$ cat src/rtl/bifrost_irqctl_pkg.sv
// Shared constants for the BIFROST interrupt controller: register map and reset values.
package bifrost_irqctl_pkg;
  localparam logic [2:0] REG_STATUS   = 3'd0;
  localparam logic [2:0] REG_PENDING  = 3'd1;
  localparam logic [2:0] REG_MASK     = 3'd2;
  localparam logic [2:0] REG_MODE     = 3'd3;
  localparam logic [2:0] REG_POLARITY = 3'd4;
  localparam logic [2:0] REG_VECTOR   = 3'd5;
  localparam logic [2:0] REG_NMISEL   = 3'd6;

  localparam logic [7:0] VECTOR_NONE    = 8'h80;
  localparam logic [7:0] POLARITY_RESET = 8'hFF;
endpackage

$ cat src/rtl/bifrost_irqctl_if.sv
// CPU register-window bus into the interrupt controller (decode-qualified write strobe, async read).
interface bifrost_irqctl_if;
  logic       wr_en;
  logic [2:0] addr;
  logic [7:0] wdata;
  logic [7:0] rdata;

  modport master (output wr_en, addr, wdata, input rdata);
  modport slave  (input wr_en, addr, wdata, output rdata);
endinterface

$ cat src/rtl/bifrost_irqctl_sync.sv
// Width-parametrised 2-flop synchronizer with a configurable reset level.
module bifrost_irqctl_sync #(
  parameter int WIDTH   = 8,
  parameter bit RST_VAL = 1'b1
) (
  input  logic             clock,
  input  logic             reset_n,
  input  logic [WIDTH-1:0] d,
  output logic [WIDTH-1:0] q
);
  logic [WIDTH-1:0] meta;

  always_ff @(posedge clock or negedge reset_n) begin
    if (!reset_n) begin
      meta <= {WIDTH{RST_VAL}};
      q    <= {WIDTH{RST_VAL}};
    end else begin
      meta <= d;
      q    <= meta;
    end
  end
endmodule

$ cat src/rtl/bifrost_irqctl.sv
// BIFROST interrupt controller: per-channel sync/polarity/level-edge pending/mask -> irq_n.
// Optional NMI routing via register 6 when BIFROST_IRQ_NMI_EN is defined.
module bifrost_irqctl
  import bifrost_irqctl_pkg::*;
#(
  parameter int CHANNELS = 8,
  parameter bit SYNC_EN  = 1'b1
) (
  input  logic                clock,
  input  logic                reset_n,
  input  logic [CHANNELS-1:0] irq_in,
  bifrost_irqctl_if.slave     bus,
  output logic                irq_n,
  output logic                nmirq_n
);
  // Bits at and above CHANNELS are unimplemented: read 0, never set.
  localparam logic [8:0] CH_ONES = (9'd1 << CHANNELS) - 9'd1;
  localparam logic [7:0] CH_MASK = CH_ONES[7:0];

  logic [CHANNELS-1:0] sync;
  logic [7:0] active, prev, pending, pend_nxt, mask, mode, polarity, nmisel;
  logic [7:0] set, clr, irq_req;

  function automatic logic [7:0] prio_vec(input logic [7:0] req);
    prio_vec = VECTOR_NONE;
    for (int i = 7; i >= 0; i--)
      if (req[i]) prio_vec = {5'b0, 3'(i)};
  endfunction

  generate
    if (SYNC_EN) begin : g_sync
      bifrost_irqctl_sync #(.WIDTH(CHANNELS), .RST_VAL(1'b1)) u_sync (
        .clock(clock), .reset_n(reset_n), .d(irq_in), .q(sync));
    end else begin : g_nosync
      assign sync = irq_in;
    end
  endgenerate

  assign active  = (8'(sync) ^ polarity) & CH_MASK;
  assign set     = active & ~prev;
  assign clr     = (bus.wr_en && bus.addr == REG_PENDING) ? bus.wdata : 8'h00;
  assign irq_req = pending & mask & ~nmisel;

  // Edge channels: set beats a same-cycle clear. Level channels track the input.
  always_comb begin
    pend_nxt = ((mode & (set | (pending & ~clr))) | (~mode & active)) & CH_MASK;
  end

  always_ff @(posedge clock or negedge reset_n) begin
    if (!reset_n) begin
      prev     <= 8'h00;
      pending  <= 8'h00;
      mask     <= 8'h00;
      mode     <= 8'h00;
      polarity <= POLARITY_RESET & CH_MASK;
      irq_n    <= 1'b1;
    end else begin
      prev    <= active;
      pending <= pend_nxt;
      irq_n   <= ~|irq_req;
      if (bus.wr_en) begin
        case (bus.addr)
          REG_MASK:     mask     <= bus.wdata & CH_MASK;
          REG_MODE:     mode     <= bus.wdata & CH_MASK;
          REG_POLARITY: polarity <= bus.wdata & CH_MASK;
          default: ;
        endcase
      end
    end
  end

`ifdef BIFROST_IRQ_NMI_EN
  always_ff @(posedge clock or negedge reset_n) begin
    if (!reset_n) begin
      nmisel  <= 8'h00;
      nmirq_n <= 1'b1;
    end else begin
      nmirq_n <= ~|(pending & mask & nmisel);
      if (bus.wr_en && bus.addr == REG_NMISEL) nmisel <= bus.wdata & CH_MASK;
    end
  end
`else
  assign nmisel  = 8'h00;
  assign nmirq_n = 1'b1;
`endif

  always_comb begin
    bus.rdata = 8'h00;
    case (bus.addr)
      REG_STATUS:   bus.rdata = active;
      REG_PENDING:  bus.rdata = pending;
      REG_MASK:     bus.rdata = mask;
      REG_MODE:     bus.rdata = mode;
      REG_POLARITY: bus.rdata = polarity;
      REG_VECTOR:   bus.rdata = prio_vec(irq_req);
      REG_NMISEL:   bus.rdata = nmisel;
      default:      bus.rdata = 8'h00;
    endcase
  end
endmodule

$ cat src/flat_wrapper.sv
// flat-port wrapper written by rule: the top's interface ports become plain ports
module bifrost_irqctl_flat import bifrost_irqctl_pkg::*;
#(
  parameter int CHANNELS = 8,
  parameter bit SYNC_EN  = 1'b1
)
  (clock, reset_n, irq_in, irq_n, nmirq_n, bus_wr_en, bus_addr, bus_wdata, bus_rdata);
  bifrost_irqctl_if bus_i ();
  input  logic clock;
  input  logic reset_n;
  input  logic [CHANNELS-1:0] irq_in;
  output logic irq_n;
  output logic nmirq_n;
  input wire logic [$bits(bus_i.wr_en)-1:0] bus_wr_en;
  input wire logic [$bits(bus_i.addr)-1:0] bus_addr;
  input wire logic [$bits(bus_i.wdata)-1:0] bus_wdata;
  output wire logic [$bits(bus_i.rdata)-1:0] bus_rdata;
  assign bus_i.wr_en = bus_wr_en;
  assign bus_i.addr = bus_addr;
  assign bus_i.wdata = bus_wdata;
  assign bus_rdata = bus_i.rdata;
  bifrost_irqctl #(.CHANNELS(CHANNELS), .SYNC_EN(SYNC_EN)) u_core (.clock(clock), .reset_n(reset_n), .irq_in(irq_in), .bus(bus_i), .irq_n(irq_n), .nmirq_n(nmirq_n));
endmodule
$ cat config.mk
export PLATFORM = sky130hd
export DESIGN_NAME = bifrost_irqctl_flat
export DESIGN_NICKNAME = d
export VERILOG_FILES = /design/src/rtl/bifrost_irqctl_pkg.sv /design/src/rtl/bifrost_irqctl_if.sv /design/src/rtl/bifrost_irqctl_sync.sv /design/src/rtl/bifrost_irqctl.sv /design/src/flat_wrapper.sv
export SDC_FILE = /design/constraint.sdc
export NUM_CORES = 1
export LEC_CHECK = 0
export ABC_AREA = 1
export BUFFER_PORTS_ARGS = -buffer_cell sky130_fd_sc_hd__clkbuf_2
export CORE_MARGIN = 1
export CORE_UTILIZATION = 35
export DETAILED_ROUTE_END_ITERATION = 10
export GPL_TIMING_DRIVEN = 0
export HOLD_SLACK_MARGIN = 0.05
export PLACE_DENSITY_LB_ADDON = 0.2
export RECOVER_POWER = 100
export SYNTH_ARGS = -nofsm -noshare
export SYNTH_HDL_FRONTEND = slang
export SYNTH_HIERARCHICAL = 1
export SYNTH_SLANG_ARGS = --single-unit
export TNS_END_PERCENT = 10
$ cat constraint.sdc
create_clock -name clock -period 2.6 [get_ports clock]
set_input_delay 0.39 -clock clock [delete_from_list [all_inputs] [get_ports clock]]
set_output_delay 0.39 -clock clock [all_outputs]
set_load 0.1 [all_outputs]
==> qor.yml, run 1 <==
outcome:
  status: "finished, final reports clean"
timing:
  worst_pin_slew_ns: 1.400
  slew_violations: 0
  tns_ns: 0
  rsz0062_at_grt: "no"
  fmax_mhz: 424.8
  clock_skew_ns: 0.009539
  finalHoldViolations: 0
  maxSlewHeadroom: 0.06689
  fin_crit_ns: 2.354
  fin_crit_sh: 0.9053
  setup_viol: 0
layout:
  n_fill_cell: 767
  areaGrowthSynthToFinish_pct: 13.47
  fin_util: 0.4165
  multi_input_area_um2: 862.1
  regArea_mm2: 0.001458
  diodes: 0
  final_common_cell: "nand2_1"
  final_cell_mix: "88 x nand2_1, 32 x dfrtp_1, 28 x clkbuf_2"
  fin_nets: 324
  drive_above_1_share: 0.2573
die:
  die_area_mm2: 0.007587
  die_w_um: 87.11
  initial_core_util: 0.3670
  rows: 30
  core-area_mm2: 0.006907
  ios: 32
  die-height_um: 87.11
power_and_ir_drop:
  powerDensity_mw_per_mm2: 888.8
  ir_drop_v: 0.0003160
  power_leakage_nw: 1.406
logic_synthesis:
  ys_ff_latch: 57
  avgSynthCellArea_um2: 9.712
  yosys_warnings: 6
  ys_seq_area_frac: 0.5750
  syn-num-nets: 283
  synth_area_mm2: 0.002535
  netlist_instances: 261
  yosysUniqueCellTypes: 23
routing:
  first_iter_violations: 141
  post_drt_wl_per_cell_um: 14.23
  via_count: 1868
  drc: 0
  viasPerCell: 4.635
  wl_mm: 5.733
  first_pass_iters: 4
  antenna_left: 0
setup_path:
  crit_fanout: 8
  critPathKind: "primary input to output pin"
  critical_path_required_ns: 2.21
  startpoint_type: "primary input"
  end_kind: "output pin"
  critical_path_arrival_ns: 1.96
clocking:
  root_buffer: "clkbuf_8"
  cts_tree: "done"
  cts_buffer_depth: 2
  htree_levels: 3
  cts_hold_buf: 0
  cts_setup_buffers: 0
  path_clk_slew_ns: 0.07
  clk_latency_ns: 0.34
  cts_resized: 0
  cts_made_buffers: 9
  clkSinkCount: 57
placed_design:
  dp.final_hpwl_mm: 3.733
  gp_congestion: 0.8072
  portBuffers: 30
grt:
  antenna_found_initial: 0
  track_usage: 0.1713
  grt_start_max_net_pins: 58
  gr-total-overflow: 0
  grt_pass1_wl_mm: 9.321
  grt_pass1_vias: 1885
worst_hold_path:
  hold_class: "primary input to flip-flop"
job:
  max_cap_viol_count: 0
[final timing paths]
check | end | slack [ns] | startpoint | cells past startpoint
setup / recovery | bus_rdata[0] | 0.25 | bus_addr[0] | 10
hold / removal | u_core/g_sync.u_sync/meta[0] | 0.13 | irq_in[0] | 1
setup reg to reg | u_core/pending[3] | 1.44 | u_core/polarity[3] | 3
hold reg to reg | u_core/g_sync.u_sync/q[3] | 0.35 | u_core/g_sync.u_sync/meta[3] | 0
max in group asynchronous | u_core/pending[2] | 1.39 | reset_n | 1
min in group asynchronous | u_core/prev[5] | 0.38 | reset_n | 1
[area by class of cell]
type / instances / share of cell area
flip-flops and latches: 57 / 0.5067
repair buffers: 30 / 0.05133
plain buffers: 4 / 0.006525
clock inverters: 4 / 0.006960
multi-input cells: 172 / 0.2997
clock buffers: 12 / 0.05046
well taps: 96 / 0.04176
inverters: 28 / 0.03654
[logic make-up (layout without fill, tap and decap cells)]
group | after synthesis | count (layout) | share of synthesized area
and+or+nand+nor | 112 | 112 | 0.1930
buffers and inverters | 32 | 78 | 0.05775
AOI/OAI and AO/OA | 51 | 51 | 0.1451
DFF | 57 | 57 | 0.5750
other | 1 | 1 | 0.001479
xor gates and xnor gates | 8 | 8 | 0.02764
[stage by stage]
step	std cells	hold slack (ns)	area [µm²]	total power [mW]	setup slack [ns]
floorplan	261	0.09441	2535	1.747	0.4148
global placement	387	0.3459	2805	1.888	0.2946
detailed placement	387	0.3468	2808	1.903	0.2719
CTS	403	0.1019	2973	2.631	0.2646
global route	403	0.09700	2877	2.723	0.06978
finish	403	0.1302	2877	2.557	0.2461
[state kept, by name, indices dropped and copies added (netlist names)]
name and count:
u_core/g_sync.u_sync/meta 8, u_core/g_sync.u_sync/q 8, u_core/irq_n 1, u_core/mask 8
u_core/mode 8, u_core/pending 8, u_core/polarity 8, u_core/prev 8
[routing by layer]
metal	share of wire	GRT usage	up-vias	wire length (µm)
met4	0.015	0.07303	0	84
met1	0.47	0.2348	889	2721
li1	-	-	924	-
met5	0	0	-	0
met3	0.058	0.05782	8	330
met2	0.45	0.2470	47	2597
[synth_stat cells (all sizes together)]
| library cell | count | area [µm²] |
|---|---|---|
| nor3 | 1 | 16.27 |
| nor2 | 10 | 50.05 |
| inv | 28 | 105.1 |
| nand2 | 88 | 352.8 |
| conb | 1 | 3.750 |
| nand3 | 10 | 50.05 |
| nand4 | 2 | 12.51 |
| xnor2 | 7 | 61.31 |
| nor3b | 1 | 7.510 |
| dfstp | 25 | 656.9 |
| a21oi | 14 | 70.07 |
| xor2 | 1 | 8.760 |
| buf | 4 | 41.29 |
| o21ai | 24 | 191.4 |
| dfrtp | 32 | 800.8 |
| a31o | 7 | 61.31 |
| a22oi | 6 | 45.04 |
[power by group]
part	total (mW)	internal [mW]	switching, mW
registers	1.20	1.08	0.120
logic	0.657	0.182	0.474
clock network	0.705	0.365	0.339
total	2.56	1.62	0.934
[worst max-delay path, stage by stage]
cell and delay [ns]:
clkbuf_2 0.13, inv_1 0.08, nor2_1 0.16, nand2_1 0.10, inv_1 0.32, nand2_1 0.09, nand3_1 0.11, nor2_1 0.06
nand2_1 0.08, clkbuf_2 0.45
(Power assumes the default switching activity.)
==> run 2, diff against run 1 <==
SYNTH_HIERARCHICAL = not set   (was 1)
==> qor.yml, run 2 <==
die:
  die_area_mm2: 0.007525  # -0.82%
  core-area_mm2: 0.006869  # -0.54%
  die-height_um: 86.75  # -0.41%
  rows: 30  # unchanged
  ios: 32  # unchanged
  initial_core_util: 0.3659  # -0.001091
  die_w_um: 86.75  # -0.41%
setup_path:
  critical_path_required_ns: 2.21  # about the same
  r2r-end: "u_core.pending[1]"
  crit_fanout: 8  # unchanged
  rrSetupSlack_ns: 1.50  # +0.06 ns
  critPathKind: "primary input to output pin"
  r2r_start: "u_core.polarity[1]"
  critical_path_arrival_ns: 1.93  # -0.03 ns
  startpoint_type: "primary input"
  worstRegToRegCells: 3  # unchanged
  end_kind: "output pin"
clocking:
  clkSinkCount: 57  # unchanged
  cts_setup_buffers: 0  # unchanged
  cts_tree: "done"
  root_buffer: "clkbuf_8"
  clk_latency_ns: 0.34  # about the same
  path_clk_slew_ns: 0.07  # about the same
  cts_buffer_depth: 2  # unchanged
  htree_levels: 3  # unchanged
  cts_made_buffers: 9  # unchanged
  cts_hold_buf: 0  # unchanged
  cts_resized: 0  # unchanged
placed_design:
  portBuffers: 30  # unchanged
  place_ws_ns: 0.3581  # +0.08615 ns
  gp_congestion: 0.7610  # -5.7%
  dp.final_hpwl_mm: 3.628  # -2.8%
grt:
  antenna_found_initial: 0  # unchanged
  grt_start_max_net_pins: 58  # unchanged
  gr-total-overflow: 0  # unchanged
  grt_pass1_vias: 1835  # -2.7%
  grt_pass1_wl_mm: 9.197  # -1.3%
  track_usage: 0.1697  # -0.001538
logic_synthesis:
  synth_top_family_by_area: "simple AND/OR/NAND/NOR gates"
  async_reset_ff_frac: 1.000  # unchanged
  muxShareOfSynthArea: 0  # unchanged
  synth.most_common_cell: "nand2_1"
  synth_area_mm2: 0.002514  # -0.84%
  postSynth.topFlopCell: "dfrtp_1"
  yosys_warnings: 0  # -6
  ys_ff_latch: 57  # unchanged
  synth_commonest_cells: "78 x nand2_1, 32 x dfrtp_1, 25 x dfstp_2"
  yosysUniqueCellTypes: 25  # +8.7%
  synth-edff-count: 0  # unchanged
  synth.largest_area_cell: "dfrtp_1"
  syn-num-nets: 279  # -1.4%
  yosysTopAreaCellShare: 0.3186  # +0.002673
  synth-adder-area-share: 0  # unchanged
  ys_top_cells_by_area: "dfrtp_1 32%, dfstp_2 26%, nand2_1 12%, o21ai_2 4.5%, inv_1 3.4%"
  ys_seq_area_frac: 0.5799  # +0.004866
  synth_xor_area_frac: 0.02787  # +0.0002339
  avgSynthCellArea_um2: 9.781  # +0.70%
  netlist_instances: 257  # -1.5%
  synth_simple_gate_area_frac: 0.1891  # -0.003842
  synth_compound_area_frac: 0.1424  # -0.002754
routing:
  post_drt_wl_per_cell_um: 13.97  # -1.8%
  viasPerCell: 4.637  # about the same
  first_pass_iters: 4  # unchanged
  first_iter_violations: 95  # -33%
  drc: 0  # unchanged
  wl_mm: 5.575  # -2.8%
  via_count: 1850  # -0.96%
  antenna_left: 0  # unchanged
layout:
  final_common_cell: "nand2_1"
  fin_util: 0.4266  # +0.01011
  drive_above_1_share: 0.2508  # -0.006504
  areaGrowthSynthToFinish_pct: 16.58
  diodes: 0  # unchanged
  final_cell_mix: "81 x nand2_1, 32 x dfrtp_1, 28 x clkbuf_2"
  fin_nets: 320  # -1.2%
outcome:
  status: "finished, final reports clean"
timing:
  tns_ns: 0  # unchanged
  worst_pin_slew_ns: 1.417  # +0.01697 ns
  rsz0062_at_grt: "no"
  slew_violations: 0  # unchanged
  clock_skew_ns: 0.005143  # -0.004396 ns
  fin_crit_sh: 0.8927  # -0.01268
  finalHoldViolations: 0  # unchanged
  fin_crit_ns: 2.321  # -0.03296 ns
  fmax_mhz: 430.9  # +1.4%
  finalWorstSetupSlack_ns: 0.2791  # +0.03296 ns
  setup_viol: 0  # unchanged
  maxSlewHeadroom: 0.05557  # -0.01131
worst_hold_path:
  min_to: "u_core.g_sync.u_sync.meta[1]"
  min_from: "irq_in[1]"
  hold_depth: 1  # unchanged
  hold_class: "primary input to flip-flop"
power_and_ir_drop:
  powerDensity_mw_per_mm2: 951.2  # +7.0%
  p_total_mw: 2.787  # +9.0%
  ir_drop_v: 0.0003473  # +9.9%
  power_leakage_nw: 1.398  # -0.60%
job:
  max_cap_viol_count: 0  # unchanged
-- run 2: cell types whose count changed after synthesis, sizes merged --
| cell | before | now |
|---|---|---|
| a21oi | 14 | 12 |
| a22oi | 6 | 9 |
| clkinv | 0 | 2 |
| inv | 28 | 26 |
| nand2 | 88 | 83 |
| nand3 | 10 | 12 |
| nand4 | 2 | 1 |
| nor2 | 10 | 9 |
-- run 2: stage by stage --
| stage | instances | hold slack [ns] | area, µm² |
|---|---|---|---|
| 6_report | 399 | 0.1234 | 2930 |
| 5_1_grt | 399 | 0.09986 | 2930 |
| 4_1_cts | 399 | 0.1079 | 3015 |
| 3_5_place_dp | 383 | 0.3468 | 2786 |
| 3_3_place_gp | 383 | 0.3457 | 2784 |
| 2_1_floorplan | 257 | 0.09441 | 2514 |
-- run 2: critical path: stages --
cell	delay (ns)
clkbuf_1	0.12
inv_1	0.09
nor2_1	0.05
nand2_1	0.09
clkinvlp_2	0.35
nand2_1	0.16
nand2_1	0.06
a21oi_1	0.12
nand3_1	0.11
clkbuf_2	0.38
-- run 2: power by group --
group          total, mW  switching, mW  internal (mW)
clock              0.945          0.357          0.588
combinational      0.645          0.470          0.175
sequential          1.20          0.121           1.08
-- run 2: final cells by class --
type | count | area, µm²
fill | 709 | 3939
sequential | 57 | 1458
multi-input combinational | 168 | 849.6
clock buffer | 11 | 151.4
timing repair buffer | 30 | 147.6
tap | 96 | 120.1
inverter | 28 | 107.6
clock inverter | 5 | 77.57
buffer | 4 | 18.77
-- run 2: cells by family after synthesis --
group                  after synthesis
AND/OR/NAND/NOR                    107
flip-flops                          57
AO/OA/AOI/OAI                       52
buffers and inverters               32
XOR/XNOR                             8
other                                1
-- run 2: worst max-delay path by stage --
| stage | startpoint | cells after the start | slack, ns | endpoint |
|---|---|---|---|---|
| after floorplan | bus_addr[0] | 6 | 0.45 | bus_rdata[1] |
| after global placement | bus_addr[1] | 7 | 0.36 | bus_rdata[2] |
| after detailed placement | bus_addr[1] | 7 | 0.36 | bus_rdata[2] |
| after CTS | u_core.mask[5] | 8 | 0.31 | bus_rdata[7] |
| after global routing | bus_addr[1] | 10 | 0.09 | bus_rdata[2] |
| final | bus_addr[1] | 10 | 0.28 | bus_rdata[2] |
-- run 2: routing by layer --
layer	GRT usage	routed length, µm	vias to the layer above
li1	-	-	910
met1	0.2290	2724	878
met2	0.2489	2428	50
met3	0.05524	291	12
met4	0.07576	130	0
met5	0	0	-
==> run 3, diff against run 2 <==
RECOVER_POWER = 25   (was 100)
==> qor.yml, run 3 (synthesis results as in run 2) <==
outcome:
  status: "finished, final reports clean"
grt:
  gr-total-overflow: 0  # unchanged
  grt_start_max_net_pins: 58  # unchanged
  antenna_found_initial: 0  # unchanged
  grt_pass1_vias: 1835  # unchanged
  grt_pass1_wl_mm: 9.197  # unchanged
  track_usage: 0.1697  # unchanged
die:
  die_area_mm2: 0.007525  # unchanged
  ios: 32  # unchanged
  core-area_mm2: 0.006869  # unchanged
  die-height_um: 86.75  # unchanged
  initial_core_util: 0.3659  # unchanged
  rows: 30  # unchanged
  die_w_um: 86.75  # unchanged
routing:
  first_pass_iters: 4  # unchanged
  post_drt_wl_per_cell_um: 13.78  # -1.4%
  via_count: 1849  # -0.054%
  first_iter_violations: 93  # -2.1%
  drc: 0  # unchanged
  viasPerCell: 4.634  # about the same
  antenna_left: 0  # unchanged
  wl_mm: 5.497  # -1.4%
placed_design:
  gp_congestion: 0.7610  # unchanged
  dp.final_hpwl_mm: 3.628  # unchanged
  placedCellCount: 383  # unchanged
  portBuffers: 30  # unchanged
  placed_area_mm2: 0.002786  # unchanged
timing:
  worst_pin_slew_ns: 1.420  # +0.003461 ns
  finalHoldViolations: 0  # unchanged
  maxSlewHeadroom: 0.05327  # -0.002307
  setup_viol: 0  # unchanged
  fin_crit_ns: 2.265  # -0.05631 ns
  slew_violations: 0  # unchanged
  fin_crit_sh: 0.8710  # -0.02166
  clock_skew_ns: 0.004240  # -0.0009023 ns
  fmax_mhz: 441.6  # +2.5%
  tns_ns: 0  # unchanged
  rsz0062_at_grt: "no"
setup_path:
  slowest_stage: "dfstp_2"
  critPathKind: "flip-flop to output pin"
  startpoint_type: "flip-flop"
  r2r_start: "u_core.polarity[1]"
  crit_family: "flip-flops"
  critical_path_required_ns: 2.21  # about the same
  cp-startpoint: "u_core.polarity[0]"
  crit_top_cell: "nand2_1"
  path_buf_inv: 1  # -3
  crit_fanout: 3  # -5
  crit_path_cell_trace: "xor2_1 -> nand2_1 -> nand3_1 -> nor2_1 -> nand2_1 -> clkbuf_2"
  critical_path.max_stage_delay_ns: 0.56  # +0.18 ns
  critical_path_arrival_ns: 1.87  # -0.06 ns
  end_kind: "output pin"
clocking:
  cts_hold_buf: 0  # unchanged
  cts_buffer_depth: 2  # unchanged
  path_clk_slew_ns: 0.07  # about the same
  cts_setup_buffers: 0  # unchanged
  clk_latency_ns: 0.34  # about the same
  htree_levels: 3  # unchanged
  root_buffer: "clkbuf_8"
  clkSinkCount: 57  # unchanged
  cts_resized: 0  # unchanged
  cts_tree: "done"
  cts_made_buffers: 9  # unchanged
layout:
  areaGrowthSynthToFinish_pct: 19.86
  final_common_cell: "nand2_1"
  fin_nets: 320  # unchanged
  final_cell_mix: "78 x nand2_1, 32 x dfrtp_1, 30 x clkbuf_2"
  fin_area_mm2: 0.003013  # +2.8%
  drive_above_1_share: 0.3366  # +0.08581
  diodes: 0  # unchanged
  final_cell_count_no_fill: 399  # unchanged
power_and_ir_drop:
  p_total_mw: 2.815  # +0.98%
  power_leakage_nw: 1.465  # +4.8%
  powerDensity_mw_per_mm2: 934.2  # -1.8%
  ir_drop_v: 0.0003472  # about the same
worst_hold_path:
  min_from: "irq_in[1]"
  hold_class: "primary input to flip-flop"
job:
  max_cap_viol_count: 0  # unchanged
==> run 3: cell count changes in the layout (fill, tap and decap cells not counted), sizes merged <==
cell and delta:
clkinvlp -2, buf +3, clkinv +2, clkbuf -3
==> run 3: worst paths after layout <==
kind | endpoint | slack [ns] | cells past startpoint
min in group asynchronous | u_core.prev[1] | 0.37 | 1
worst min register to register | u_core.g_sync.u_sync.q[0] | 0.35 | 0
max in group asynchronous | u_core.mode[2] | 1.36 | 1
worst min-delay path | u_core.g_sync.u_sync.meta[1] | 0.12 | 1
worst max register to register | u_core.pending[1] | 1.53 | 3
worst max-delay path | bus_rdata[0] | 0.34 | 6
==> run 3: metrics by stage <==
step           hold WS, ns    util  worst slack (ns)
2_1_floorplan      0.09441       -            0.4464
3_3_place_gp        0.3457  0.4053            0.3589
3_5_place_dp        0.3468  0.4056            0.3581
4_1_cts             0.1079  0.4390            0.3112
5_1_grt            0.09983  0.4386            0.1501
6_report            0.1244  0.4386            0.3354
==> run 3: routing by layer <==
layer  track usage  routed length, µm
met4       0.07576                130
met5             0                  0
met2        0.2489               2420
met1        0.2290               2630
met3       0.05524                315
==> run 3: area by class of cell <==
cell class | instances | area (µm²)
plain buffers | 4 | 41.29
clock buffers | 11 | 151.4
clock inverters | 5 | 77.57
fillers | 696 | 3856
inverters | 28 | 107.6
multi-input cells | 168 | 907.1
flip-flops and latches | 57 | 1458
well taps | 96 | 120.1
repair buffers | 30 | 150.1
==> run 3: where the power goes <==
group,internal (mW),total [mW],switching [mW]
logic,0.187,0.669,0.481
registers,1.08,1.20,0.120
clock network,0.588,0.943,0.355
==> run 3: worst register-to-register path: stages, from the launching register on <==
cell	delay, ns
dfstp_2	0.55
xnor2_1	0.16
a21oi_1	0.06
a31o_1	0.18
